==> src/rtl/ktc32_loader_pkg.sv <==
// Shared types and frame constants for the UART boot loader.
package ktc32_loader_pkg;

  localparam int LEN_BYTES  = 4;
  localparam int WORD_BYTES = 4;

  typedef enum logic [2:0] {
    IDLE  = 3'd0,
    LEN   = 3'd1,
    DATA  = 3'd2,
    CHECK = 3'd3,
    DONE  = 3'd4,
    ERROR = 3'd5
  } loader_state_t;

endpackage

==> src/rtl/uart_rx.sv <==
// 8N1 UART receiver: 2-FF synchronizer, mid-bit sampling, one-cycle valid / frame_err.
module uart_rx
  import ktc32_loader_pkg::*;
#(
  parameter int CLKS_PER_BIT = 434
) (
  input  logic       clk,
  input  logic       reset,
  input  logic       rx,
  output logic [7:0] data,
  output logic       valid,
  output logic       frame_err
);

  localparam int CNT_W = $clog2(CLKS_PER_BIT + 1);
  localparam logic [CNT_W-1:0] FULL_TC = CNT_W'(CLKS_PER_BIT - 1);
  localparam logic [CNT_W-1:0] HALF_TC = CNT_W'(CLKS_PER_BIT / 2 - 1);

  localparam logic [1:0] RX_IDLE  = 2'd0;
  localparam logic [1:0] RX_START = 2'd1;
  localparam logic [1:0] RX_DATA  = 2'd2;
  localparam logic [1:0] RX_STOP  = 2'd3;

  logic             rx_meta_q, rx_sync_q, rx_prev_q;
  logic [1:0]       st_q, st_d;
  logic [CNT_W-1:0] cnt_q, cnt_d;
  logic [2:0]       bit_q, bit_d;
  logic [7:0]       shreg_q, shreg_d;
  logic             valid_q, valid_d;
  logic             ferr_q, ferr_d;

  always_comb begin
    st_d    = st_q;
    cnt_d   = cnt_q;
    bit_d   = bit_q;
    shreg_d = shreg_q;
    valid_d = 1'b0;
    ferr_d  = 1'b0;
    case (st_q)
      RX_IDLE: begin
        if (rx_prev_q && !rx_sync_q) begin
          st_d  = RX_START;
          cnt_d = HALF_TC;
        end
      end
      RX_START: begin
        if (cnt_q == '0) begin
          // A glitch that is gone by mid start bit is not a start.
          if (!rx_sync_q) begin
            st_d  = RX_DATA;
            cnt_d = FULL_TC;
            bit_d = 3'd7;
          end else begin
            st_d = RX_IDLE;
          end
        end else begin
          cnt_d = cnt_q - 1'b1;
        end
      end
      RX_DATA: begin
        if (cnt_q == '0) begin
          shreg_d = {rx_sync_q, shreg_q[7:1]};
          cnt_d   = FULL_TC;
          if (bit_q == 3'd0) st_d = RX_STOP;
          else               bit_d = bit_q - 1'b1;
        end else begin
          cnt_d = cnt_q - 1'b1;
        end
      end
      default: begin
        if (cnt_q == '0) begin
          valid_d = rx_sync_q;
          ferr_d  = !rx_sync_q;
          st_d    = RX_IDLE;
        end else begin
          cnt_d = cnt_q - 1'b1;
        end
      end
    endcase
  end

  always_ff @(posedge clk or negedge reset) begin
    if (!reset) begin
      rx_meta_q <= 1'b1;
      rx_sync_q <= 1'b1;
      rx_prev_q <= 1'b1;
      st_q      <= RX_IDLE;
      cnt_q     <= '0;
      bit_q     <= '0;
      shreg_q   <= '0;
      valid_q   <= 1'b0;
      ferr_q    <= 1'b0;
    end else begin
      rx_meta_q <= rx;
      rx_sync_q <= rx_meta_q;
      rx_prev_q <= rx_sync_q;
      st_q      <= st_d;
      cnt_q     <= cnt_d;
      bit_q     <= bit_d;
      shreg_q   <= shreg_d;
      valid_q   <= valid_d;
      ferr_q    <= ferr_d;
    end
  end

  assign data      = shreg_q;
  assign valid     = valid_q;
  assign frame_err = ferr_q;

endmodule

==> src/rtl/uart_loader.sv <==
// UART program loader: length-prefixed little-endian image into RAM, CPU held in reset until done.
// Optional trailing XOR checksum byte when UART_LOADER_CHECKSUM_EN is defined.
//
// state | meaning
// IDLE  | line quiet, nothing received since reset
// LEN   | collecting the 4-byte word count
// DATA  | collecting words, one RAM write per 4 bytes
// CHECK | waiting for the checksum byte (checksum build only)
// DONE  | image loaded, CPU released, rx ignored
// ERROR | framing/length/checksum fault, CPU held, rx ignored
module uart_loader
  import ktc32_loader_pkg::*;
#(
  parameter int CLK_FREQ   = 50_000_000,
  parameter int BAUD       = 115200,
  parameter int ADDR_WIDTH = 14
) (
  input  logic                  clk,
  input  logic                  reset,
  input  logic                  rx,
  output logic                  ram_we,
  output logic [ADDR_WIDTH-1:0] ram_addr,
  output logic [31:0]           ram_wdata,
  output logic                  cpu_reset,
  output logic                  busy,
  output logic                  error
);

  localparam int CLKS_PER_BIT = CLK_FREQ / BAUD;
  localparam logic [32:0] CAPACITY = 33'(1) << ADDR_WIDTH;
  localparam logic [1:0]  LAST_LEN_BYTE  = 2'(LEN_BYTES - 1);
  localparam logic [1:0]  LAST_WORD_BYTE = 2'(WORD_BYTES - 1);

  logic [7:0] rx_data;
  logic       rx_valid, rx_ferr;

  uart_rx #(.CLKS_PER_BIT(CLKS_PER_BIT)) u_rx (
    .clk       (clk),
    .reset     (reset),
    .rx        (rx),
    .data      (rx_data),
    .valid     (rx_valid),
    .frame_err (rx_ferr)
  );

  loader_state_t         state_q, state_d;
  logic [1:0]            byte_idx_q, byte_idx_d;
  logic [31:0]           shift_q, shift_d;
  logic [ADDR_WIDTH:0]   words_left_q, words_left_d;
  logic [ADDR_WIDTH-1:0] word_idx_q, word_idx_d;
  logic                  we_q, we_d;
  logic [ADDR_WIDTH-1:0] addr_q, addr_d;
  logic [31:0]           wdata_q, wdata_d;
  logic                  cpu_reset_q;
  logic [31:0]           shift_word;
`ifdef UART_LOADER_CHECKSUM_EN
  logic [7:0]            csum_q, csum_d;
`endif

  assign shift_word = {rx_data, shift_q[31:8]};

  always_comb begin
    state_d      = state_q;
    byte_idx_d   = byte_idx_q;
    shift_d      = shift_q;
    words_left_d = words_left_q;
    word_idx_d   = word_idx_q;
    we_d         = 1'b0;
    addr_d       = addr_q;
    wdata_d      = wdata_q;
`ifdef UART_LOADER_CHECKSUM_EN
    csum_d       = csum_q;
`endif
    case (state_q)
      IDLE: begin
        if (rx_ferr) begin
          state_d = ERROR;
        end else if (rx_valid) begin
          shift_d    = shift_word;
          byte_idx_d = 2'd1;
          state_d    = LEN;
`ifdef UART_LOADER_CHECKSUM_EN
          csum_d     = 8'h00;
`endif
        end
      end
      LEN: begin
        if (rx_ferr) begin
          state_d = ERROR;
        end else if (rx_valid) begin
          shift_d    = shift_word;
          byte_idx_d = byte_idx_q + 1'b1;
          if (byte_idx_q == LAST_LEN_BYTE) begin
            byte_idx_d = 2'd0;
            if (shift_word == 32'd0) begin
              state_d = DONE;
            end else if ({1'b0, shift_word} > CAPACITY) begin
              state_d = ERROR;
            end else begin
              words_left_d = shift_word[ADDR_WIDTH:0];
              state_d      = DATA;
            end
          end
        end
      end
      DATA: begin
        if (rx_ferr) begin
          state_d = ERROR;
        end else if (rx_valid) begin
          shift_d    = shift_word;
          byte_idx_d = byte_idx_q + 1'b1;
`ifdef UART_LOADER_CHECKSUM_EN
          csum_d     = csum_q ^ rx_data;
`endif
          if (byte_idx_q == LAST_WORD_BYTE) begin
            we_d         = 1'b1;
            addr_d       = word_idx_q;
            wdata_d      = shift_word;
            word_idx_d   = word_idx_q + 1'b1;
            words_left_d = words_left_q - 1'b1;
            if (words_left_q == (ADDR_WIDTH + 1)'(1)) begin
`ifdef UART_LOADER_CHECKSUM_EN
              state_d = CHECK;
`else
              state_d = DONE;
`endif
            end
          end
        end
      end
`ifdef UART_LOADER_CHECKSUM_EN
      CHECK: begin
        if (rx_ferr) begin
          state_d = ERROR;
        end else if (rx_valid) begin
          state_d = (rx_data == csum_q) ? DONE : ERROR;
        end
      end
`endif
      default: ;
    endcase
  end

  always_ff @(posedge clk or negedge reset) begin
    if (!reset) begin
      state_q      <= IDLE;
      byte_idx_q   <= '0;
      shift_q      <= '0;
      words_left_q <= '0;
      word_idx_q   <= '0;
      we_q         <= 1'b0;
      addr_q       <= '0;
      wdata_q      <= '0;
      cpu_reset_q  <= 1'b0;
`ifdef UART_LOADER_CHECKSUM_EN
      csum_q       <= '0;
`endif
    end else begin
      state_q      <= state_d;
      byte_idx_q   <= byte_idx_d;
      shift_q      <= shift_d;
      words_left_q <= words_left_d;
      word_idx_q   <= word_idx_d;
      we_q         <= we_d;
      addr_q       <= addr_d;
      wdata_q      <= wdata_d;
      // Lags DONE entry by a cycle so release never coincides with the last write.
      cpu_reset_q  <= (state_q == DONE);
`ifdef UART_LOADER_CHECKSUM_EN
      csum_q       <= csum_d;
`endif
    end
  end

  assign ram_we    = we_q;
  assign ram_addr  = addr_q;
  assign ram_wdata = wdata_q;
  assign cpu_reset = cpu_reset_q;
  assign busy      = (state_q == LEN) || (state_q == DATA) || (state_q == CHECK);
  assign error     = (state_q == ERROR);

endmodule

==> config.mk <==
export PLATFORM = sky130hd
export DESIGN_NAME = uart_loader
export DESIGN_NICKNAME = d
export VERILOG_FILES = /design/src/rtl/ktc32_loader_pkg.sv /design/src/rtl/uart_rx.sv /design/src/rtl/uart_loader.sv
export SDC_FILE = /design/constraint.sdc
export NUM_CORES = 1
export LEC_CHECK = 0
export CAP_MARGIN = 15
export CORE_UTILIZATION = 50
export DETAILED_ROUTE_END_ITERATION = 6
export GPL_TIMING_DRIVEN = 0
export PLACE_DENSITY = 0.76
export SETUP_SLACK_MARGIN = 0.15
export SKIP_LAST_GASP = 1
export SLEW_MARGIN = 20
export SYNTH_ARGS = -nofsm -noshare
export SYNTH_HDL_FRONTEND = slang
export SYNTH_SLANG_ARGS = --single-unit
==> constraint.sdc <==
create_clock -name clk -period 3.5 [get_ports clk]
set_clock_uncertainty 0.1 [all_clocks]
set_input_delay 0.7 -clock clk [delete_from_list [all_inputs] [get_ports clk]]
set_output_delay 0.7 -clock clk [all_outputs]
set_load 0.05 [all_outputs]
==> qor.csv, run 1 <==
stage,metric,value,unit
run_status,outcome,finished with violations,
run_status,violated checks,DRC,
sta,count of final setup violators,0,
synth,"Seq/Total Area, Yosys",55.2,%
synth,Mapped Area,6040,um^2
worst_setup_path,endpoint type of the worst setup path,output port,
cells_and_area,layout cells sized above 1,22.8,%
sta,Fin. Hold Viols,0,
clocking,CTS Hold Bufs,0,
worst_setup_path,CP Max Fanout,10,
placed_design,hpwl dp,8530,um
clocking,Post-CTS Setup Bufs,0,
global_routing,remaining global-route overflow,0,
die,Rows,39,
sta,hold_ws,67.5,ps
clocking,clock slew at reported path FFs,60,ps
power,maximum vdd drop,0.372,mV
placed_design,port buffer count,52,
placed_design,gpl congestion,0.859,
cells_and_area,"commonest non-fill, non-tap cell in the layout",dfrtp_1,
worst_setup_path,CP Class,flip-flop to output port,
worst_setup_path,Reg-to-Reg Start,state_q[2]$_DFFE_PN0P_,
global_routing,GRT busiest layer,met2,
clocking,CTS H-tree depth,4,
run,MaxCap Viol Count,0,
power,power per cell area,547,nW/um^2
synth,Mean Syn Cell Area,11.6,um^2
clocking,clock buffer depth,2,
synth,Syn Inst Count,519,
worst_setup_path,cells along the critical path,clkbuf_1 -> inv_1 -> nor2_1 -> clkdlybuf4s50_1,
clocking,clock tree sinks,133,
sta,maximum clock rate,334,MHz
worst_setup_path,Crit Reg-Reg Endpoint,word_idx_q[12]$_DFFE_PN0P_,
routing,Avg WL per Cell,17.3,um
cells_and_area,most frequent cells in the layout,"dfrtp_1 (130), mux2_2 (80), clkdlybuf4s50_1 (51), a21oi_1 (35), nor2_1 (32)",
global_routing,GR Util met1,28.8,%
synth,distinct cell type count after synthesis,60,
clocking,Resize count post-CTS,0,
cells_and_area,final net count,605,
global_routing,initial antenna violation count,0,
routing,final WL,12900,um
die,core area,11600,um^2
global_routing,M2 GR Usage,38.3,%
die,Die Height,112,um
worst_hold_path,Min-Delay Path Class,primary input to async pin,
global_routing,pin count of the biggest net entering global routing,89,
worst_setup_path,worst r2r path cells,8,
die,Initial Util,52.0,%
placed_design,pre-CTS WS,919,ps
routing,antenna-violating nets left,0,
sta,RSZ-0062 raised after global routing,no,
clocking,TritonCTS clock tree,done,
global_routing,vias in the first global route,4449,
die,die width,112,um
worst_setup_path,slowest stage cell on the critical path,clkdlybuf4s50_1,
placed_design,Placed Cells,715,
global_routing,Global Route met3 Usage,3.97,%
synth,Synth Net Count,533,
worst_setup_path,CP startpoint kind,flip-flop,
sta,slew at the pin closest to its max-slew limit,689,ps
clocking,Worst-Skew Late Latency,420,ps
worst_setup_path,CP max stage delay,810,ps
synth,"EDFF count, synth",0,
worst_setup_path,CP arrival,2200,ps
die,IO Pins,53,
cells_and_area,antenna diode count,0,
sta,setup ws final,502,ps
clocking,CTS buffer count,17,
synth,Synth Flop Type,dfrtp_1,
cells_and_area,Layout area overhead,22.3,%
sta,Slew Limit Fails,0,
sta,period utilization,85.7,%
routing,# DRC,1,
sta,Slew Limit Headroom,53.6,%
routing,via count,4296,
global_routing,first-pass GRT wire length,22200,um
routing,vias per cell,5.75,
routing,DR iter-0 viols,246,
synth,Yosys reg bits,133,
synth,YS warnings,0,
synth,Synth async-reset ratio,100,%
sta,minimum clock period,3000,ps
cells_and_area,fin cells,747,
worst_setup_path,required time worst endpoint,2700,ps
power,leakage,3.47,nW
global_routing,Tot GR Track Use,22.3,%
routing,First-pass DRT Iterations,7,
clocking,Root Buffer,clkbuf_16,
worst_setup_path,R2R Setup Slk,880,ps
die,die area,12500,um^2
## how the worst max path moves through the flow
stage                                          from                         to  slack, ps  cells after the start
final                        state_q[2]$_DFFE_PN0P_                      error        500                      4
after global placement                        reset   ram_addr[10]$_DFFE_PN0P_      -3470                      1
after CTS                    state_q[2]$_DFFE_PN0P_                      error        490                      4
after global routing         state_q[2]$_DFFE_PN0P_                      error        400                      4
after floorplan           u_rx.cnt_q[0]$_DFFE_PN0P_  u_rx.cnt_q[4]$_DFFE_PN0P_       1140                      9
after detailed placement  u_rx.cnt_q[0]$_DFFE_PN0P_  u_rx.cnt_q[4]$_DFFE_PN0P_        920                      9
## layout make-up
type	count	area [um^2]
clock inverters	13	170
fillers	906	4230
flip-flops and latches	133	3330
multi-input cells	351	2550
repair buffers	53	553
clock buffers	19	443
plain buffers	20	97.6
inverters	15	56.3
well taps	143	179
## cell usage after synthesis, types with 4 or more instances
cell / number / area [um^2]
nor4_1: 7 / 43.8
dfrtp_1: 130 / 3250
nor2_1: 32 / 120
xnor2_1: 9 / 78.8
a22o_1: 5 / 43.8
a21oi_1: 35 / 175
or3_1: 7 / 43.8
o21ai_0: 23 / 115
o22ai_1: 4 / 25.0
and3_1: 6 / 37.5
clkbuf_1: 8 / 30.0
buf_2: 9 / 45.0
nand2b_1: 8 / 50.1
mux2_2: 80 / 901
o21ai_1: 6 / 30.0
ha_1: 11 / 138
inv_1: 15 / 56.3
nand3_1: 13 / 65.1
nand2_1: 30 / 113
o31ai_1: 4 / 30.0
nand4_1: 10 / 62.6
xor2_1: 4 / 35.0
nor3_1: 12 / 60.1
## cells by family after synthesis
| family | synth area share (%) |
|---|---|
| compound gates | 10.6 |
| xor+xnor | 1.88 |
| simple gates | 12.5 |
| mux | 15.1 |
| fa+ha+maj | 2.28 |
| buf+inv | 2.55 |
| flops | 55.2 |
## state kept, by name, summed over array words and instances (netlist names), 8 cells and up
register / count
ram_wdata: 32
word_idx_q: 14
shift_q: 24
u_rx.cnt_q: 9
ram_addr: 14
words_left_q: 15
u_rx.data: 8
## metrics by stage
step | power (mW) | instance area (um^2) | TNS, ps | utilization [%]
floorplan | 2.08 | 6040 | 0 | -
global placement | 2.19 | 6740 | -455920 | 58.0
detailed placement | 2.22 | 6770 | 0 | 58.3
CTS | 4.07 | 7390 | 0 | 63.6
global route | 4.20 | 7390 | 0 | 63.6
finish | 4.04 | 7390 | 0 | 63.6
## power by group
part           total, mW  switching, mW  internal [mW]  leakage, nW
Combinational      0.533          0.319          0.214         1.37
Clock               1.85          0.696           1.15        0.291
Sequential          1.67         0.0648           1.60         1.81
## worst max-delay path: cells and delay by family (launching register included)
family / cells / cell delay, ps
DFF: 1 / 320
buffers and inverters: 3 / 1330
and+or+nand+nor: 1 / 130
## metal layers
layer | wire, um | vias up | part of all wire (%)
li1 | - | 2029 | -
met1 | 5710 | 2163 | 44
met2 | 6630 | 92 | 51
met3 | 419 | 12 | 3.2
met4 | 142 | 0 | 1.1
met5 | 0 | - | 0
(Power assumes the default switching activity.)
==> run 2, diff against run 1 <==
--- a/config.mk
+++ b/config.mk
@@ -10,7 +10,7 @@
 export DETAILED_ROUTE_END_ITERATION = 6
 export GPL_TIMING_DRIVEN = 0
 export PLACE_DENSITY = 0.76
-export SETUP_SLACK_MARGIN = 0.15
+export SETUP_SLACK_MARGIN = 0.5
 export SKIP_LAST_GASP = 1
 export SLEW_MARGIN = 20
 export SYNTH_ARGS = -nofsm -noshare
==> qor.csv, run 2 (same netlist as run 1, synthesis figures left out) <==
stage,metric,value,unit
routing,via count,4313,
clocking,CTS H-tree depth,4,
worst_setup_path,crit-path leading delay family,buffers and inverters,
die,die area,12500,um^2
die,core area,11600,um^2
worst_setup_path,CP Class,flip-flop to output port,
cells_and_area,Largest register FFs,32,
global_routing,initial antenna violation count,0,
run_status,violated checks,DRC,
placed_design,pre-CTS WS,919,ps
cells_and_area,layout cells sized above 1,22.8,%
run,MaxCap Viol Count,0,
sta,Slew Limit Headroom,53.6,%
clocking,TritonCTS clock tree,done,
worst_setup_path,CP bufs+invs,3,
routing,# DRC,1,
routing,First-pass DRT Iterations,7,
worst_setup_path,Crit Reg-Reg Endpoint,word_idx_q[12]$_DFFE_PN0P_,
clocking,clock buffer depth,2,
power,P_int,2.96,mW
clocking,CTS buffer count,17,
worst_setup_path,Reg-to-Reg Start,state_q[2]$_DFFE_PN0P_,
worst_setup_path,worst r2r path cells,8,
cells_and_area,final net count,605,
global_routing,vias in the first global route,4449,
routing,vias per cell,5.77,
cells_and_area,most frequent cells in the layout,"dfrtp_1 (130), mux2_2 (80), clkdlybuf4s50_1 (49), a21oi_1 (35), nor2_1 (32)",
die,Rows,39,
worst_hold_path,Min-Delay Path Class,primary input to async pin,
cells_and_area,Final Core Density,63.6,%
worst_setup_path,required time worst endpoint,2700,ps
worst_setup_path,CP max stage delay,540,ps
clocking,Worst-Skew Late Latency,420,ps
cells_and_area,antenna diode count,0,
clocking,Post-CTS Setup Bufs,0,
routing,final WL,12900,um
power,"Power, Total",4.04,mW
die,die width,112,um
worst_setup_path,endpoint type of the worst setup path,output port,
placed_design,hpwl dp,8530,um
global_routing,remaining global-route overflow,0,
sta,hold_ws,66.9,ps
die,Die Height,112,um
sta,minimum clock period,2720,ps
worst_setup_path,cells along the critical path,clkbuf_1 -> inv_1 -> nor2_1 -> dlygate4sd2_1,
cells_and_area,Layout area overhead,22.3,%
worst_setup_path,CP Max Fanout,10,
sta,RSZ-0062 raised after global routing,no,
sta,period utilization,77.7,%
routing,Avg WL per Cell,17.3,um
sta,setup ws final,782,ps
sta,slew at the pin closest to its max-slew limit,689,ps
sta,maximum clock rate,368,MHz
worst_setup_path,CP startpoint kind,flip-flop,
placed_design,port buffer count,52,
worst_setup_path,slowest stage cell on the critical path,dlygate4sd2_1,
power,Clock Power Share,45.6,%
worst_setup_path,CP arrival,1920,ps
placed_design,gpl congestion,0.859,
sta,Fin. Hold Viols,0,
clocking,Root Buffer,clkbuf_16,
power,leakage,3.50,nW
global_routing,first-pass GRT wire length,22200,um
worst_setup_path,R2R Setup Slk,870,ps
power,Sequential Power Share,41.2,%
clocking,clock slew at reported path FFs,60,ps
power,power per cell area,547,nW/um^2
cells_and_area,"commonest non-fill, non-tap cell in the layout",dfrtp_1,
global_routing,pin count of the biggest net entering global routing,89,
power,Switch Pwr,1.08,mW
sta,count of final setup violators,0,
die,IO Pins,53,
routing,antenna-violating nets left,0,
clocking,clock tree sinks,133,
routing,DR iter-0 viols,255,
die,Initial Util,52.0,%
global_routing,Tot GR Track Use,22.3,%
power,switching share of power,26.7,%
sta,Slew Limit Fails,0,
power,maximum vdd drop,0.372,mV
power,Comb power frac,13.2,%
run_status,outcome,finished with violations,
-- run 2: cell types whose count changed in the layout (fill, tap and decap cells not counted) --
cell,change
clkdlybuf4s50_1,-2
dlygate4sd2_1,+1
dlymetal6s2s_1,+1
-- run 2: layout make-up --
cell class                      count  area [um^2]
Tap cell                          143          179
Buffer                             20         97.6
Clock buffer                       19          443
Clock inverter                     13          170
Inverter                           15         56.3
Fill cell                         908         4230
Multi-Input combinational cell    351         2550
Sequential cell                   133         3330
Timing Repair Buffer               53          554
-- run 2: worst max-delay path by stage --
stage | start | to | slack, ps | depth (start not counted)
global route | state_q[2]$_DFFE_PN0P_ | word_idx_q[12]$_DFFE_PN0P_ | 590 | 8
detailed placement | u_rx.cnt_q[0]$_DFFE_PN0P_ | u_rx.cnt_q[4]$_DFFE_PN0P_ | 920 | 9
global placement | reset | ram_addr[10]$_DFFE_PN0P_ | -3470 | 1
CTS | state_q[0]$_DFFE_PN0P_ | busy | 570 | 4
finish | state_q[2]$_DFFE_PN0P_ | error | 780 | 4
floorplan | u_rx.cnt_q[0]$_DFFE_PN0P_ | u_rx.cnt_q[4]$_DFFE_PN0P_ | 1140 | 9
-- run 2: stage by stage --
step	cells	TNS (ps)	cell area [um^2]
after floorplan	519	0	6040
after global placement	714	-455920	6740
after detailed placement	715	0	6770
after CTS	747	0	7380
after global routing	747	0	7390
final	747	0	7390
-- run 2: layer usage --
| metal | part of all wire [%] | track usage [%] | vias up |
|---|---|---|---|
| li1 | - | - | 2032 |
| met1 | 44 | 28.8 | 2165 |
| met2 | 52 | 38.3 | 104 |
| met3 | 3.5 | 3.97 | 12 |
| met4 | 1.1 | 6.94 | 0 |
| met5 | 0 | 0 | - |
-- run 2: power groups by stage --
| stage | Sequential (mW) | Clock [mW] | Combinational, mW |
|---|---|---|---|
| 2_1_floorplan | 1.68 | 0 | 0.398 |
| 3_3_place_gp | 1.69 | 0 | 0.501 |
| 3_5_place_dp | 1.69 | 0 | 0.526 |
| 4_1_cts | 1.67 | 1.86 | 0.535 |
| 5_1_grt | 1.68 | 1.93 | 0.597 |
| 6_report | 1.67 | 1.84 | 0.533 |
-- run 2: what timing repair did --
| item | CTS | global route |
|---|---|---|
| hold buffers | 0 | 0 |
| hold endpoints to repair | 0 | 0 |
| setup endpoints to repair | 1 | 1 |
| resized for setup | 1 | 1 |
-- run 2: worst register-to-register path, cell delays in order (launching register included) --
cell,delay [ps]
dfrtp_1,350
clkbuf_1,230
nor2_1,340
and4_1,270
clkbuf_1,420
nand4_1,270
nor2_1,230
nand2_1,120
xnor2_1,200
==> run 3, diff against run 2 <==
==> constraint.sdc (replaced) <==
create_clock -name clk -period 2.66 [get_ports clk]
set_clock_uncertainty 0.1 [all_clocks]
set_input_delay 0.532 -clock clk [delete_from_list [all_inputs] [get_ports clk]]
set_output_delay 0.532 -clock clk [all_outputs]
set_load 0.05 [all_outputs]
==> qor.csv, run 3 (same netlist as run 1, synthesis figures left out) <==
stage,metric,value,unit
clocking,clock tree sinks,133,
routing,antenna-violating nets left,0,
worst_setup_path,CP max stage delay,490,ps
global_routing,pin count of the biggest net entering global routing,98,
clocking,clock buffer depth,2,
die,Die Height,112,um
worst_setup_path,CP Class,flip-flop to flip-flop,
worst_setup_path,CP Max Fanout,7,
placed_design,gpl congestion,0.826,
clocking,TritonCTS clock tree,done,
sta,period utilization,90.1,%
worst_setup_path,cells along the critical path,nor4_4 -> nand4_1 -> or4_4 -> a211oi_4 -> buf_6 -> buf_6 -> buf_8 -> a21oi_2,
sta,RSZ-0062 raised after global routing,yes,
power,power per cell area,654,nW/um^2
die,die width,112,um
die,IO Pins,53,
cells_and_area,most frequent cells in the layout,"dfrtp_1 (128), mux2_2 (80), dlygate4sd2_1 (47), buf_4 (33), nand2_1 (30)",
die,die area,12500,um^2
sta,Slew Limit Fails,0,
worst_setup_path,CP startpoint kind,flip-flop,
worst_setup_path,Crit path top cell by count,buf_6,
die,core area,11600,um^2
global_routing,Tot GR Track Use,23.1,%
cells_and_area,final net count,640,
sta,count of final setup violators,0,
clocking,Root Buffer,clkbuf_16,
routing,# DRC,2,
sta,maximum clock rate,417,MHz
worst_hold_path,min-delay src,u_rx.rx_meta_q$_DFF_PN1_,
worst_setup_path,Reg-to-Reg Start,u_rx.data[7]$_DFFE_PN0P_,
routing,First-pass DRT Iterations,7,
worst_hold_path,Hold EP,u_rx.rx_sync_q$_DFF_PN1_,
clocking,CTS buffer count,17,
cells_and_area,antenna diode count,0,
run,MaxCap Viol Count,0,
sta,minimum clock period,2400,ps
worst_setup_path,CP bufs+invs,3,
clocking,clock slew at reported path FFs,60,ps
routing,vias per cell,6.05,
global_routing,initial antenna violation count,0,
clocking,Worst-Skew Late Latency,420,ps
worst_setup_path,worst r2r path cells,8,
cells_and_area,layout cells sized above 1,33.5,%
power,leakage,3.93,nW
power,"Power, Total",5.11,mW
placed_design,port buffer count,52,
die,Initial Util,52.0,%
cells_and_area,Layout area overhead,29.3,%
run_status,outcome,finished with violations,
global_routing,remaining global-route overflow,0,
worst_setup_path,Crit Reg-Reg Endpoint,words_left_q[12]$_DFFE_PN0P_,
sta,slew at the pin closest to its max-slew limit,651,ps
global_routing,vias in the first global route,4682,
global_routing,first-pass GRT wire length,23000,um
sta,Slew Limit Headroom,56.1,%
routing,DR iter-0 viols,300,
sta,Fin. Hold Viols,0,
worst_setup_path,R2R Setup Slk,260,ps
clocking,CTS H-tree depth,4,
cells_and_area,Largest register FFs,32,
cells_and_area,Final Core Density,67.3,%
worst_setup_path,CP arrival,2590,ps
run_status,violated checks,DRC,
placed_design,hpwl dp,8740,um
worst_setup_path,start point of the critical path,u_rx.data[7]$_DFFE_PN0P_,
worst_setup_path,slowest stage cell on the critical path,or4_4,
cells_and_area,"commonest non-fill, non-tap cell in the layout",dfrtp_1,
worst_hold_path,hold path cells,0,
routing,via count,4704,
die,Rows,39,
worst_setup_path,endpoint type of the worst setup path,flip-flop,
worst_hold_path,Min-Delay Path Class,flip-flop to flip-flop,
worst_setup_path,required time worst endpoint,2860,ps
routing,Avg WL per Cell,18.6,um
routing,final WL,14500,um
power,maximum vdd drop,0.427,mV
worst_setup_path,crit-path leading delay family,simple AND/OR/NAND/NOR gates,
cells_and_area,# fillers,817,
run 3: how the worst max path moves through the flow:
stage / end / cells past startpoint
global route: words_left_q[14]$_DFFE_PN0P_ / 8
finish: words_left_q[12]$_DFFE_PN0P_ / 8
CTS: u_rx.bit_q[2]$_DFFE_PN0P_ / 9
floorplan: u_rx.bit_q[2]$_DFFE_PN0P_ / 9
detailed placement: ram_addr[1]$_DFFE_PN0P_ / 6
global placement: ram_addr[10]$_DFFE_PN0P_ / 1
run 3: worst reg2reg max path: cells and delay by family, from the launching register on:
| family | cells | cell delay (ps) |
|---|---|---|
| AO/OA/AOI/OAI | 2 | 410 |
| buffers and inverters | 3 | 420 |
| AND/OR/NAND/NOR | 3 | 910 |
| flip-flops | 1 | 440 |
run 3: per-stage QoR:
stage | area [um^2] | cells | TNS [ps] | hold slack (ps) | setup slack, ps
after floorplan | 6060 | 519 | 0 | 136 | 373
after global placement | 6760 | 714 | -533920 | 247 | -4060
after detailed placement | 6790 | 715 | 0 | 249 | 73.5
after CTS | 7570 | 768 | 0 | 256 | 342
after global routing | 7810 | 778 | 0 | 257 | 204
final | 7810 | 778 | 0 | 256 | 263
run 3: final cells by class:
class	instances	area, um^2	area share, %
Buffer	20	146	1.87
Sequential cell	133	3330	42.7
Clock buffer	19	443	5.67
Multi-Input combinational cell	351	2790	35.7
Tap cell	143	179	2.29
Clock inverter	9	61.3	0.785
Timing Repair Buffer	88	806	10.3
Inverter	15	56.3	0.721
run 3: power breakdown:
| part | total, mW | switching (mW) | leakage, nW | internal [mW] |
|---|---|---|---|---|
| Combinational | 0.883 | 0.498 | 1.88 | 0.385 |
| Clock | 2.03 | 0.841 | 0.246 | 1.19 |
| Sequential | 2.20 | 0.0930 | 1.81 | 2.11 |
run 3: metal layers:
metal,vias to the layer above,routed length [um],global-route usage [%]
li1,2090,-,-
met1,2399,6010,29.5
met2,178,7370,38.4
met3,37,693,4.79
met4,0,403,9.28
met5,-,0,0
run 3: what timing repair did:
| action | in CTS | in global routing |
|---|---|---|
| gates resized for setup | 91 | 44 |
| endpoints found under the hold margin | 33 | 0 |
| hold buffers | 1 | 0 |
| setup endpoints to repair | 164 | 89 |
| pin swaps | 14 | 12 |
| gates cloned | 2 | 0 |
| buffers inserted | 22 | 10 |
